<file path="src/rtl/sprite_reg_master.sv">
// Avalon-MM write master for the VGA sprite-position register file.
// Snapshots game-state positions at frame start and writes only the registers that changed.
module sprite_reg_master #(
  parameter int NUM_REGS = 10,
  parameter int DATA_W   = 8,
  parameter int ADDR_W   = 9
) (
  input  logic                         clk,
  input  logic                         reset,
  input  logic                         frame_start,
  input  logic [NUM_REGS*DATA_W-1:0]   reg_values,
  input  logic                         force_all,
  input  logic                         waitrequest,
  output logic                         chipselect,
  output logic                         write,
  output logic [ADDR_W-1:0]            address,
  output logic [31:0]                  writedata,
  output logic                         busy,
  output logic                         sweep_done,
  output logic [7:0]                   overrun_count
);

  localparam int IDX_W = (NUM_REGS > 1) ? $clog2(NUM_REGS) : 1;
  localparam logic [IDX_W-1:0] LAST_IDX = IDX_W'(NUM_REGS - 1);

  typedef enum logic [1:0] {IDLE, SCAN, WRITE, DONE} state_t;

  state_t                           state;
  logic [IDX_W-1:0]                 idx;
  logic [NUM_REGS-1:0][DATA_W-1:0]  snapshot;
  logic [NUM_REGS-1:0][DATA_W-1:0]  last_written;
  logic [NUM_REGS-1:0]              dirty;
  logic                             force_pending;
  logic                             sweep_force;
  logic                             capture;

  // Per-register change detect against what the slave last accepted.
  for (genvar i = 0; i < NUM_REGS; i++) begin : g_dirty
    assign dirty[i] = snapshot[i] != last_written[i];
  end

  assign capture = (state == IDLE) && frame_start;

  always_ff @(posedge clk) begin
    if (reset) begin
      state         <= IDLE;
      idx           <= '0;
      snapshot      <= '0;
      last_written  <= '0;
      force_pending <= 1'b1;
      sweep_force   <= 1'b0;
      write         <= 1'b0;
      chipselect    <= 1'b0;
      address       <= '0;
      writedata     <= '0;
      busy          <= 1'b0;
      sweep_done    <= 1'b0;
      overrun_count <= '0;
    end else begin
      sweep_done <= 1'b0;

      if (frame_start && state != IDLE && overrun_count != 8'hFF)
        overrun_count <= overrun_count + 8'd1;

      // A force request outside the capture cycle carries over to the next sweep.
      if (force_all && !capture)
        force_pending <= 1'b1;

      case (state)
        IDLE: begin
          if (frame_start) begin
            snapshot      <= reg_values;
            sweep_force   <= force_pending | force_all;
            force_pending <= 1'b0;
            idx           <= '0;
            busy          <= 1'b1;
            state         <= SCAN;
          end
        end
        SCAN: begin
          if (sweep_force || dirty[idx]) begin
            write      <= 1'b1;
            chipselect <= 1'b1;
            address    <= ADDR_W'(idx);
            writedata  <= 32'(snapshot[idx]);
            state      <= WRITE;
          end else if (idx == LAST_IDX) begin
            sweep_done <= 1'b1;
            state      <= DONE;
          end else begin
            idx <= idx + 1'b1;
          end
        end
        WRITE: begin
          if (!waitrequest) begin
            last_written[idx] <= snapshot[idx];
            write             <= 1'b0;
            chipselect        <= 1'b0;
            if (idx == LAST_IDX) begin
              sweep_done <= 1'b1;
              state      <= DONE;
            end else begin
              idx   <= idx + 1'b1;
              state <= SCAN;
            end
          end
        end
        DONE: begin
          busy  <= 1'b0;
          state <= IDLE;
        end
        default: state <= IDLE;
      endcase
    end
  end

endmodule

</file>
<file path="config.mk">
export PLATFORM = sky130hd
export DESIGN_NAME = sprite_reg_master
export DESIGN_NICKNAME = d
export VERILOG_FILES = /design/src/rtl/sprite_reg_master.sv
export SDC_FILE = /design/constraint.sdc
export NUM_CORES = 1
export LEC_CHECK = 0
export CORE_AREA = 5 5 169 171
export CTS_BUF_LIST = sky130_fd_sc_hd__clkbuf_16
export CTS_CLUSTER_SIZE = 12
export DETAILED_ROUTE_END_ITERATION = 8
export DIE_AREA = 0 0 174 176
export HOLD_SLACK_MARGIN = 0.06
export PLACE_DENSITY_LB_ADDON = 0.05
export RECOVER_POWER = 50
export SYNTH_ARGS = -nofsm -noshare
export SYNTH_HDL_FRONTEND = slang
export SYNTH_SLANG_ARGS = --single-unit
export TNS_END_PERCENT = 1
</file>
<file path="constraint.sdc">
create_clock -name clk -period 2.6 [get_ports clk]
set_input_delay 0.26 -clock clk [delete_from_list [all_inputs] [get_ports clk]]
set_output_delay 0.26 -clock clk [all_outputs]
set_load 0.02 [all_outputs]
</file>
# After elaboration in Yosys (flattened, before gate mapping)

Cells that the tools add are included.

Register bits after elaboration: 191
Bits in latches: 0
Memory bits (writable): 0
Bits in read-only memories: 0
Memories kept: 0

$add $sub $neg: 2
Multipliers: 0
Div/mod/pow operators: 0
Order comparisons: 2
Equality and inequality tests: 20
Shift-type cells: 0
Muxes and demuxes: 30
Bitwise gates (word level): 2
Reduce and logical (&&, ||, !) cells: 19

Operator list:

| cell                                                                                | count |
|---|---|
| 80-bit bitwise mux                                                                  | 1 |
| 8-bit != test                                                                       | 10 |
| 8-bit binary-select mux with 4-bit select                                           | 1 |
| 8-bit demux with 4-bit select                                                       | 1 |
| 4-bit two-way mux                                                                   | 4 |
| 8-bit two-way mux                                                                   | 2 |
| 4-bit one-hot mux with 3 select lines                                               | 1 |
| 1-bit two-way mux                                                                   | 10 |
| 2-bit two-way mux                                                                   | 5 |
| 8-bit by 1-bit adder with 8-bit output, second input constant                       | 1 |
| 2-bit != test, second input constant                                                | 4 |
| 8-bit != test, second input constant                                                | 1 |
| 2-bit one-hot mux with 4 select lines                                               | 1 |
| 2-bit AND reduction                                                                 | 4 |
| 1-bit one-hot mux with 2 select lines                                               | 3 |
| 3-bit AND reduction                                                                 | 2 |
| 2-bit nonzero test                                                                  | 3 |
| 1-bit logical AND                                                                   | 5 |
| 4-bit by 5-bit < comparator with 1-bit output, second input constant                | 1 |
| 4-bit by 1-bit adder with 4-bit output, second input constant                       | 1 |
| 1-bit binary-select mux with 4-bit select                                           | 1 |
| 2-bit equality test, second input constant                                          | 2 |
| 4-bit equality test, second input constant                                          | 1 |
| 4-bit by 1-bit greater-or-equal comparator with 1-bit output, second input constant | 1 |
| 9 further kinds                                                                     | 9 |

# Depth between registers and ports, before layout

Gate-level depths: netlist of the first run.

Depth in word-level cells: 7
Gate-level depth with buffers: 9

# Least setup slack after synthesis of the first run

Ideal clock, no wire load.

Path kind: register to register
From: reg state[0]
To: reg last_written[0] (netlist bit)
Library setup time: 86 ps
Arrival time: 1868 ps
Required time: 2514 ps
Setup slack: 647 ps
Cell stages (with the launch flop): 9
Buffers on the path: 1
Path through: dfxtp_1 -> inv_1 -> ha_1 -> and2b_1 -> nand2_1 -> nor3_1 -> clkbuf_1 -> nor2_1 -> a211oi_1

Longest elaborated chain between the ends: 2

RTL lines:

| what                                 | RTL line | RTL |
|---|---|---|
| from (decl)                          | 28       | `state_t state;` |
| from (signal assigned)               | 46       | `state <= IDLE;` |
| from (signal assigned)               | 77       | `state <= SCAN;` |
| from (signal assigned)               | 86       | `state <= WRITE;` |
| 2-bit equality test                  | 69       | `case (state)` |
| 2-bit AND reduction (no source line) | n/a      |  |
| to (signal, indexed assignment)      | 96       | `last_written[idx] <= snapshot[idx];` |
| to (decl)                            | 31       | `logic [NUM_REGS-1:0][DATA_W-1:0] last_written;` |

No other way between the ends.
A chain may end at the register's enable or synchronous reset.

# Final worst setup path of the first run

From: reg snapshot[52] (netlist bit)
To: reg writedata[5]

Longest elaborated chain between the ends: 5

RTL lines:

| what                                      | RTL line | RTL |
|---|---|---|
| from (decl)                               | 30       | `logic [NUM_REGS-1:0][DATA_W-1:0] snapshot;` |
| from (signal assigned)                    | 72       | `snapshot <= reg_values;` |
| 8-bit != test                             | 39       | `assign dirty[i] = snapshot[i] != last_written[i];` |
| 1-bit binary-select mux with 4-bit select | 81       | `if (sweep_force \|\| dirty[idx]) begin` |
| 1-bit two-way mux (not written as such)   | 81       |  |
| 1-bit logical OR                          | 81       |  |
| 2-bit AND reduction (no source line)      | n/a      |  |
| to (signal assigned)                      | 85       | `writedata <= 32'(snapshot[idx]);` |
| to (decl)                                 | 17       | `output logic [31:0] writedata,` |

No other way between the ends. The select of a mux whose other input is x is not followed.

==> results of run 1 <==
worst min-delay path by stage:
stage                  startpoint                to  depth (start not counted)
detailed placement     address[1]        address[1]                          2
global placement       address[2]        address[2]                          2
CTS                         reset  overrun_count[0]                          2
global route                reset  overrun_count[6]                          2
floorplan           reg_values[0]       snapshot[0]                          2
finish                      reset  overrun_count[7]                          2
kinds of logic (layout without fill, tap and decap cells):
family | count (synthesis) | after routing | synth area share
flops | 191 | 191 | 0.437
mux | 37 | 37 | 0.0652
simple gates | 350 | 350 | 0.169
buf+inv | 113 | 192 | 0.0654
compound gates | 215 | 215 | 0.165
fa+ha+maj | 9 | 9 | 0.0129
xor+xnor | 85 | 85 | 0.0851
other cells | 1 | 29 | 0.000429
power by group through the flow:
stage	Clock [uW]	Sequential (uW)	Combinational, uW
3_3_place_gp	0	3730	3260
2_1_floorplan	0	3690	2050
3_5_place_dp	0	3730	3260
4_1_cts	2710	3660	3270
5_1_grt	2850	3700	3490
6_report	2650	3650	3190
layer usage:
metal,vias to the layer above,part of all wire,GRT usage
met5,-,0,0
met4,0,0.0096,0.0317
met3,12,0.037,0.0317
met2,141,0.45,0.276
met1,3395,0.50,0.252
li1,3604,-,-
cell usage after synthesis (9+ instances only):
cell type	instances	area, um2
sky130_fd_sc_hd__dfxtp_1	191	3820
sky130_fd_sc_hd__nand2_1	182	683
sky130_fd_sc_hd__nor2_1	103	387
sky130_fd_sc_hd__a21oi_1	85	425
sky130_fd_sc_hd__a211oi_1	83	623
sky130_fd_sc_hd__xor2_1	63	552
sky130_fd_sc_hd__clkbuf_1	54	203
sky130_fd_sc_hd__buf_4	33	248
sky130_fd_sc_hd__xnor2_1	22	193
sky130_fd_sc_hd__mux2i_1	21	210
sky130_fd_sc_hd__mux4_2	16	360
sky130_fd_sc_hd__nor4_1	14	87.6
sky130_fd_sc_hd__buf_2	13	65.1
sky130_fd_sc_hd__nand4_1	12	75.1
sky130_fd_sc_hd__nand3_1	11	55.1
sky130_fd_sc_hd__ha_1	9	113
sky130_fd_sc_hd__inv_1	9	33.8
through the flow:
step           hold slack [ns]  worst slack [ns]  total power [uW]  std cells  utilization
4_1_cts                  0.149             0.253              9650       1449        0.404
6_report                 0.149             0.275              9490       1449        0.403
5_1_grt                  0.147             0.160             10000       1449        0.403
3_5_place_dp             0.455             0.295              6990       1417        0.382
2_1_floorplan            0.396             0.647              5730       1029            -
3_3_place_gp             0.451             0.287              7000       1417        0.382
area by class of cell:
cell class / instances / area share
timing repair buffer: 150 / 0.134
multi-input combinational: 725 / 0.414
clock buffer: 17 / 0.0395
clock inverter: 15 / 0.0144
sequential: 191 / 0.355
tap: 341 / 0.0396
inverter: 10 / 0.00349
worst max-delay path: stages (launching register included):
cell	delay, ns
sky130_fd_sc_hd__dfxtp_1	0.35
sky130_fd_sc_hd__xor2_1	0.17
sky130_fd_sc_hd__nor4_1	0.38
sky130_fd_sc_hd__nand3_1	0.20
sky130_fd_sc_hd__a41oi_2	0.30
sky130_fd_sc_hd__nand3_2	0.22
sky130_fd_sc_hd__buf_4	0.24
sky130_fd_sc_hd__o211ai_1	0.23
sky130_fd_sc_hd__o211a_1	0.18
state kept, by name (all words and copies together) (netlist names), 2 cells and up:
signal and flops:
writedata 8, snapshot 80, last_written 80, idx 4
overrun_count 8, state 2, address 4
==> summary by stage, run 1 <==
Cells and area
The commonest non-fill, non-tap cell in the layout is sky130_fd_sc_hd__dfxtp_1. The layout has 2,780 filler cells. 0 antenna diodes ended up in the layout. With fillers left out, the area of the finished cells amounts to 10,800 um2. The library cells used most frequently in the layout, excluding fill and tap cells, are sky130_fd_sc_hd__dfxtp_1 (190), sky130_fd_sc_hd__nand2_1 (181), sky130_fd_sc_hd__nor2_1 (103), sky130_fd_sc_hd__a21oi_1 (85). The synthesis-to-layout area growth is 23.1%. In the final layout, the share of cells above drive strength 1 is 0.0912. At the end of the flow, the number of nets in the layout was 1,189. The area used by multi-input combinational logic is 4460 um2. The sequential standard cell area is 3820 um2.

Timing
Setup repair after global routing left no endpoint under its margin. The final count of hold timing violations is 0. The final cycle utilization of the critical path is 0.894. The setup TNS is 0 ns. The worst-margin pin slew is 0.922 ns.

For the final database, setup skew stands at 0.0122 ns. The worst pin sits at a relative slew slack of 0.385. Setup violations remaining at the end of the flow were counted as 0. The clock period minus final worst setup slack is 2.32 ns. Derived from the worst setup path, the maximum achievable clock frequency is 430 MHz. The count of pins over their slew limit is 0.

Place
The total cell area at the placement stage is 10,200 um2. During placement, the flow inserted port buffers numbering 108. The final HPWL from detailed placement is 19,300 um. Routability-driven placement finished with a final weighted congestion of 0.800.

Route
The first routing iteration left 309 violations. Using the TritonRoute via totals, the vias-per-cell ratio works out to 4.94. The detailed-router iteration count before antenna repair is 4. Summed over all layers, the routed wires come to 26,900 um. In the routed design, unresolved DRC markers number 0. The wire length per cell after detailed routing is 18.6 um. The total number of vias is 7,152. The antenna violation net count after detailed routing is 0.

Clock network
The number of buffers inserted by hold repair at cts is 0. CTS built an H-tree with a depth of 4. The clock net in this run drives a total of 191 sinks. The maximum clock insertion buffer count is 2.

The buffer cell driving the clock tree root is sky130_fd_sc_hd__clkbuf_16. The number of buffers inserted by post-CTS setup repair is 0. TritonCTS built the clock tree. The clock reaches the later pin of the worst-skew pair after 0.44 ns. Clock tree synthesis inserted a total of 17 buffers. The count of cells resized by post-cts repair is 0. The clock transition at the register clock pins on the worst setup and hold paths after CTS is 0.08 ns.

GRT
The pin count of the biggest net entering global routing is 90. The first global-routing pass estimated 41,600 um of wire. The initial antenna violation count is 0. The via count of the first global-routing pass is 6,911.

The overall overflow remaining after global route is 0. The global-route total usage across every layer is 0.174.

Floorplan
After floorplanning, the core was divided into 60 placement rows. The height of the die is 176 um. The effective utilization at floorplan is 0.327. Pin placement for this block handled 138 I/O pins. In this run the standard cell core region covers 26,700 um2. The area of the die is 30,600 um2. The die width is 174 um.

Outcome
The flow ran to the end, and the final reports show no timing, DRC or antenna violations.

Worst setup path
Across all register-to-register paths, the minimum setup slack is 0.28 ns. The most critical setup path has its startpoint at snapshot[52]. Data arrives at the worst endpoint at 2.70 ns. The cell depth of the worst flop-to-flop path is 8. The startpoint identified for the worst register-to-register timing path is snapshot[52].

At the worst endpoint, the required time is 2.98 ns. The endpoint identified for the worst register-to-register timing path is writedata[5]. The worst setup path is of the flop to flop kind. The top fanout value on the critical path is 8. The last element of the critical path is writedata[5]. STA classifies the critical path endpoint as a flop. The critical path startpoint category is a flop.

Yosys
The synthesized design contains 0 enable-type register cells. Each instance of the synthesized netlist takes up on average 8.74 um2. The count of state elements after synthesis is 191. The area of the mapped netlist is 8750 um2. For this run, asynchronously set or reset flops after synthesis account for 0. The number of library cell types mapped by synthesis is 53. Yosys printed 0 warnings. The number of instances in the synthesized netlist is 1,001. The flip-flop cell with the highest count after synthesis is sky130_fd_sc_hd__dfxtp_1. The share of the Yosys chip area taken by registers is 0.437.

Power
The part of the total power dissipated in combinational logic is 0.336. Of the total power, registers draw 0.385. Cell internal power was estimated by the tool at 5930 uW. Of the total power, the share spent switching nets is 0.375. Dividing total power by cell area gives a power density of 881 nW/um2. VDD sags by at most 0.504 mV. The share of total power dissipated in the clock network is 0.279. The switching power is 3560 uW. For this design the static power due to leakage is 0.00415 uW.

Flow run
Max-cap violations in this run came to 0.

Worst hold path
The worst hold path belongs to the class primary input to flop.
Note: power is estimated with default switching activity, not from simulation.
==> run 2: changes to the inputs <==
--- a/config.mk
+++ b/config.mk
@@ -5,11 +5,13 @@
 export SDC_FILE = /design/constraint.sdc
 export NUM_CORES = 1
 export LEC_CHECK = 0
+export CAP_MARGIN = 10
 export CORE_AREA = 5 5 169 171
 export CTS_BUF_LIST = sky130_fd_sc_hd__clkbuf_16
 export CTS_CLUSTER_SIZE = 12
 export DETAILED_ROUTE_END_ITERATION = 8
 export DIE_AREA = 0 0 174 176
+export DONT_BUFFER_PORTS = 1
 export HOLD_SLACK_MARGIN = 0.06
 export PLACE_DENSITY_LB_ADDON = 0.05
 export RECOVER_POWER = 50
==> summary by stage, run 2 (synthesis results as in run 1) <==
Cells and area
The number of inserted diodes is 0. Once layout is complete, the utilization of the core stands at 0.401. The filler cells instantiated in the layout total 2,790. At the end of the flow, the number of nets in the layout was 1,179.

Of the cells placed in the final design, the portion with a size suffix greater than 1 is 0.101. The area growth from synthesis to layout is 22.4%. The largest registers in the layout are last_written x80, snapshot x80. After routing the design area is 10,700 um2.

Leaving out fill and tap cells, the most frequent cell in the layout is sky130_fd_sc_hd__dfxtp_1. The library cells used most frequently in the layout, excluding fill and tap cells, are sky130_fd_sc_hd__dfxtp_1 (188), sky130_fd_sc_hd__nand2_1 (181), sky130_fd_sc_hd__nor2_1 (103), sky130_fd_sc_hd__dlygate4sd3_1 (94), sky130_fd_sc_hd__a21oi_1 (85).

Timing
The count of endpoints failing setup in the final report is 0. Setup repair after global routing left no endpoint under its margin. The maximum clock frequency is 401 MHz. For the pin with the worst max-slew slack, the measured transition is 0.632 ns. In the final timing run, aggregate negative setup slack is 0 ns. The count of pins over their slew limit is 0. In this run the tightest slew margin relative to its limit is 0.579.

The worst path needs 2.49 ns of the cycle, external delays included. The clock arrives with 0.0149 ns of skew. The final count of hold timing violations came to 0. The final cycle utilization of the critical path is 0.958. The worst hold margin is 0.0883 ns.

Worst setup path
The cell depth of the worst flop-to-flop path is 7. Along the worst path, the maximum fanout reaches 11. The required time of the worst setup path is 2.92 ns.

The category of the most critical setup path is flop to flop. Data on the critical path arrives at its endpoint at 2.81 ns. The worst setup path is captured at a flop. The critical path startpoint category is a flop.

Place
Buffers placed on the I/O ports in this run total 0. Once detailed placement completed, the half-perimeter wirelength came to 19,300 um. Routability-driven placement finished with a final weighted congestion of 0.759. The total cell area at the placement stage is 9100 um2.

GRT
For this run the aggregate overflow at the end of global routing stands at 0. The first global-routing pass estimated 42,800 um of wire. In the global route stage, overall resource usage came out at 0.181.

The via count of the first global-routing pass came to 7,007. The initial antenna violation count is 0. The pin count of the biggest net entering global routing is 125.

Floorplan
The region available for standard cell placement spans 26,700 um2. The area of the die is 30,600 um2. The height of the die is 176 um. The number of ports placed on the die boundary is 138. The initial utilization of the core area, before any placement, comes to 0.327. The die width is 174 um. The initialized floorplan defines 60 standard-cell rows.

Route
Using the TritonRoute via totals, the vias-per-cell ratio works out to 4.94. The wire length per cell after detailed routing is 19.4 um. Before antenna repair, the detailed router went through 4 iterations.

The total number of vias is 7,103. For this block, the routed nets add up to 27,900 um of wire. The iteration-0 DRC count of the detailed router is 341. In this run the remaining antenna-violating nets after routing total 0. The post-route DRC violation count is 0.

Clock network
The clock transition at the register clock pins on the worst setup and hold paths after CTS is 0.07 ns. The CTS tree is yes. CTS placed an instance of sky130_fd_sc_hd__clkbuf_16 at the clock tree root. The longest clock path from root to sink contains 2 buffers.

The level count of the clock H-tree is 4. At the later pin of the worst-skew pair, clock insertion delay measures 0.44 ns. Counting the buffers created by CTS gives 17. The tree built by TritonCTS fans out to 191 sinks.

Power
Of the total power, the share spent switching nets is 0.371. Cell internal power was estimated by the tool at 6030 uW. Of the total power, registers draw 0.397. The reported leakage power is 0.00420 uW.

The power density over the cells is 895 nW/um2. The part of the total power dissipated in combinational logic is 0.318. The share of total power dissipated in the clock network is 0.284.

The total power draw is 9590 uW. The analysis attributes to net switching a power of 3550 uW. IR analysis of the VDD net gives a maximum drop of 0.411 mV.

Outcome
The flow ran to the end, and the final reports show no timing, DRC or antenna violations.

Worst hold path
The worst hold path passes through 3 cells. The worst hold-check path type is primary input to flop.

Flow run
The max-cap check violation count is 0.
[run 2: cell count changes in the layout (fill, tap and decap cells not counted), moves of 2 or more]
cell / previous run / this run
sky130_fd_sc_hd__dfxtp_1: 190 / 188
sky130_fd_sc_hd__buf_12: 5 / 2
sky130_fd_sc_hd__clkdlybuf4s50_1: 83 / 0
sky130_fd_sc_hd__dlygate4sd3_1: 24 / 94
sky130_fd_sc_hd__buf_4: 34 / 42
sky130_fd_sc_hd__clkbuf_2: 3 / 0
sky130_fd_sc_hd__ha_1: 9 / 7
sky130_fd_sc_hd__ha_2: 0 / 2
[run 2: worst paths after layout]
check	from	slack, ns	to
max reg2reg	idx[0]	0.11	last_written[65]
max	idx[0]	0.11	last_written[65]
min	reset	0.09	idx[1]
min reg2reg	snapshot[48]	0.49	snapshot[48]
[run 2: worst max-delay path: stages (launching register included)]
cell                            delay (ns)
sky130_fd_sc_hd__dfxtp_4              0.43
sky130_fd_sc_hd__buf_12               0.17
sky130_fd_sc_hd__mux4_2               0.55
sky130_fd_sc_hd__mux2i_2              0.20
sky130_fd_sc_hd__o22a_1               0.19
sky130_fd_sc_hd__buf_4                0.19
sky130_fd_sc_hd__a211oi_1             0.09
sky130_fd_sc_hd__dlygate4sd3_1        0.55
[run 2: metal layers]
layer / vias up / GRT usage / routed length, um
met5: - / 0 / 0
met1: 3371 / 0.253 / 13500
met3: 11 / 0.0390 / 1130
met2: 148 / 0.291 / 12900
met4: 0 / 0.0343 / 290
li1: 3573 / - / -
[run 2: metrics by stage]
step           instances  setup WS [ns]
3_3_place_gp        1311          0.268
6_report            1439          0.109
4_1_cts             1438         0.0137
2_1_floorplan       1029          0.647
3_5_place_dp        1311          0.283
5_1_grt             1439       0.000720
[run 2: cell type report]
type | instances | area (um2) | share of cell area
multi-input combinational | 725 | 4470 | 0.418
sequential | 191 | 3830 | 0.358
timing repair buffer | 140 | 1340 | 0.125
tap | 341 | 427 | 0.0399
clock buffer | 17 | 425 | 0.0397
clock inverter | 15 | 180 | 0.0168
inverter | 10 | 37.5 | 0.00351
[run 2: power groups by stage]
stage / Clock (uW) / Combinational, uW / Sequential, uW
final: 2720 / 3050 / 3810
after floorplan: 0 / 2050 / 3690
after CTS: 2800 / 3090 / 3810
after detailed placement: 0 / 2820 / 3880
after global routing: 2910 / 3390 / 3870
after global placement: 0 / 2840 / 3880
[run 2: timing repair]
action,in CTS,in global routing
hold buffers,95,0
endpoints found under the hold margin,173,0
setup buffers,0,1
resized for setup,0,8
endpoints found under the setup margin,0,5
==> run 3: changes to the inputs <==
--- a/config.mk
+++ b/config.mk
@@ -6,11 +6,11 @@
 export NUM_CORES = 1
 export LEC_CHECK = 0
 export CAP_MARGIN = 10
-export CORE_AREA = 5 5 169 171
+export CORE_AREA = 5 5 124 126
 export CTS_BUF_LIST = sky130_fd_sc_hd__clkbuf_16
 export CTS_CLUSTER_SIZE = 12
 export DETAILED_ROUTE_END_ITERATION = 8
-export DIE_AREA = 0 0 174 176
+export DIE_AREA = 0 0 129 131
 export DONT_BUFFER_PORTS = 1
 export HOLD_SLACK_MARGIN = 0.06
 export PLACE_DENSITY_LB_ADDON = 0.05
==> summary by stage, run 3 (synthesis results as in run 1) <==
Outcome
The run finished with clean final reports.

Timing
The post-layout worst setup margin is 0.119 ns. The final count of hold timing violations came to 0. Setup repair after global routing left no endpoint under its margin.

Across the routed clock network, the largest skew measured is 0.00949 ns. Setup violations remaining at the end of the flow were counted as 0. The count of pins over their slew limit was 0. The headroom to the max-slew limit is 0.563. The worst-margin pin slew is 0.655 ns. The maximum clock frequency is 403 MHz. The final cycle utilization of the critical path is 0.954. The smallest clock period supported by the final layout is computed as 2.48 ns. The setup TNS is 0 ns.

Power
IR analysis of the VDD net gives a maximum drop of 0.488 mV. The portion of total power attributed to the clock network is 0.258. The analysis attributes to net switching a power of 3250 uW. The proportion of power drawn by flip-flops and latches is 0.425.

The share of total power dissipated in combinational logic is 0.317. The cell-internal power is 5760 uW. Power spread over the standard cell area amounts to 878 nW/um2. The reported leakage power is 0.00408 uW. Of the total power, the share spent switching nets is 0.360.

Cells and area
Of the cells placed in the final design, the portion with a size suffix greater than 1 is 0.0729. The commonest non-fill, non-tap cell in the layout is sky130_fd_sc_hd__dfxtp_1. In the layout the commonest cells are sky130_fd_sc_hd__dfxtp_1 (190), sky130_fd_sc_hd__nand2_1 (181), sky130_fd_sc_hd__nor2_1 (103), sky130_fd_sc_hd__dlygate4sd3_1 (94), sky130_fd_sc_hd__a21oi_1 (85). After routing the design area is 10,300 um2.

The number of inserted diodes is 0. Compared with the post-synthesis result, the final layout area differs by 17.4%. At the end of the flow the core is filled with cells to 0.723.

Counting the fill cells in the layout gives 1,076. The largest registers in the layout are last_written x80, snapshot x80. After the last flow step, the layout net total stands at 1,167.

Excluding fillers, the count of instances in the completed layout stands at 1,267.

Clock network
The level count of the clock H-tree is 4. Clock tree synthesis found a total of 191 sinks. Post-CTS timing repair inserted 0 buffers for setup.

The maximum clock insertion buffer count is 2. The CTS tree is yes. The buffer cell driving the clock tree root is sky130_fd_sc_hd__clkbuf_16.

The number of buffers created by CTS is 17. Clock-pin slew was measured on the worst setup and hold paths at 0.06 ns. The clock insertion delay at the later pin of the skew report is 0.43 ns.

Worst setup path
The top fanout value on the critical path is 13. The critical path startpoint category is a flop. The endpoint of the worst-slack reg-to-reg timing path is last_written[67]. The most critical setup path has its startpoint at idx[0].

The minimum setup slack among reg-to-reg paths is 0.12 ns. At the worst endpoint, the required time is 2.92 ns. The arrival time at the worst endpoint is 2.80 ns. Counting cells, the worst reg-to-reg path comes to 6. The worst setup path is of the flop to flop kind.

STA classifies the critical path endpoint as a flop. The worst reg2reg path startpoint is idx[0].

Route
The post-route DRC violation count is 0. Summed over all layers, the routed wires come to 24,000 um. The wire length per cell after detailed routing is 18.9 um. The number of vias per cell after detailed routing is 5.92. In this run, the number of DRC markers left after iteration 0 of detailed routing was 690. The antenna violation net count after detailed routing is 0. The first detailed-routing pass ran for 5 iterations. For this block, the via count after detailed routing is 7,504.

Floorplan
For this configuration, the core starts out at a cell density of 0.616. The placeable core region is 14,200 um2. The die width is 129 um.

Pin placement for this block handled 138 I/O pins. The die covers 16,900 um2. Row generation in the floorplan step produced 44 rows.

Measured along the y axis, the die boundary spans 131 um.

GRT
Entering global routing, the biggest net connects 126 pins. Global routing finished with a remaining overflow of 0. The global-route total usage across every layer is 0.288. The initial antenna violation count is 0.

The via count of the first global-routing pass is 7,191. The first global-routing pass estimated 37,600 um of wire.

Worst hold path
The startpoint identified for the worst hold timing path is reset. The worst min-delay path endpoint is idx[0]. The number of instances on the worst hold path is 3. The worst hold-check path type is primary input to flop.

Place
The final HPWL from detailed placement is 16,200 um. The number of placed instances with taps included is 1,143. OpenSTA, run right after detailed placement, puts the worst setup slack at 0.152 ns.

The number of I/O port buffers is 0. The final RePlAce weighted congestion is 0.892. The placed instances occupy a cell area of 8810 um2.

Flow run
The max-cap check violation count is 0.
## run 3: cell count changes in the layout (fill, tap and decap cells not counted), sizes merged
cell	delta
buf	-20
inv	-3
clkinv	+3
bufinv	-1
clkbuf	+8
clkinvlp	-2
## run 3: power groups by stage
stage | Clock (uW) | Sequential, uW | Combinational [uW]
final | 2330 | 3830 | 2860
after global routing | 2480 | 3860 | 3130
after CTS | 2350 | 3820 | 2840
after detailed placement | 0 | 3880 | 2590
after global placement | 0 | 3870 | 2510
after floorplan | 0 | 3690 | 2050
## run 3: layout make-up
class | count | area (um2) | area share
tap | 184 | 230 | 0.0224
inverter | 10 | 37.5 | 0.00366
sequential | 191 | 3830 | 0.373
clock inverter | 12 | 83.8 | 0.00817
clock buffer | 17 | 425 | 0.0414
timing repair buffer | 128 | 1200 | 0.117
multi-input combinational | 725 | 4460 | 0.435
## run 3: worst max path at each step
stage                                  end  depth (start not counted)  slack, ns
final                     last_written[67]                          6       0.12
after floorplan            last_written[0]                          8       0.65
after CTS                 last_written[75]                          6       0.05
after global placement    last_written[55]                          6       0.20
after detailed placement  last_written[55]                          6       0.15
after global routing      overrun_count[3]                          8       0.03
## run 3: routing by layer
layer  GRT usage  part of all wire  routed length [um]
met1       0.375              0.42               10200
met2       0.462              0.47               11300
met3      0.0732             0.077                1860
met4       0.111             0.028                 670
met5           0                 0                   0
## run 3: timing repair
item	4_1_cts	5_1_grt
endpoints found under the setup margin	0	5
hold buffers	95	0
gates resized for setup	0	2
hold endpoints to repair	173	0
## run 3: metrics by stage
step	power [uW]	hold WS, ns
after global routing	9480	0.158
after detailed placement	6470	0.351
final	9010	0.119
after global placement	6380	0.351
after floorplan	5730	0.396
after CTS	9010	0.0919
## run 3: worst max-delay path, cell delays in order (launching register included)
cell                            delay, ns
sky130_fd_sc_hd__dfxtp_4             0.47
sky130_fd_sc_hd__buf_12              0.19
sky130_fd_sc_hd__mux4_2              0.56
sky130_fd_sc_hd__mux2i_1             0.19
sky130_fd_sc_hd__o22a_1              0.27
sky130_fd_sc_hd__a211oi_1            0.11
sky130_fd_sc_hd__dlygate4sd3_1       0.57
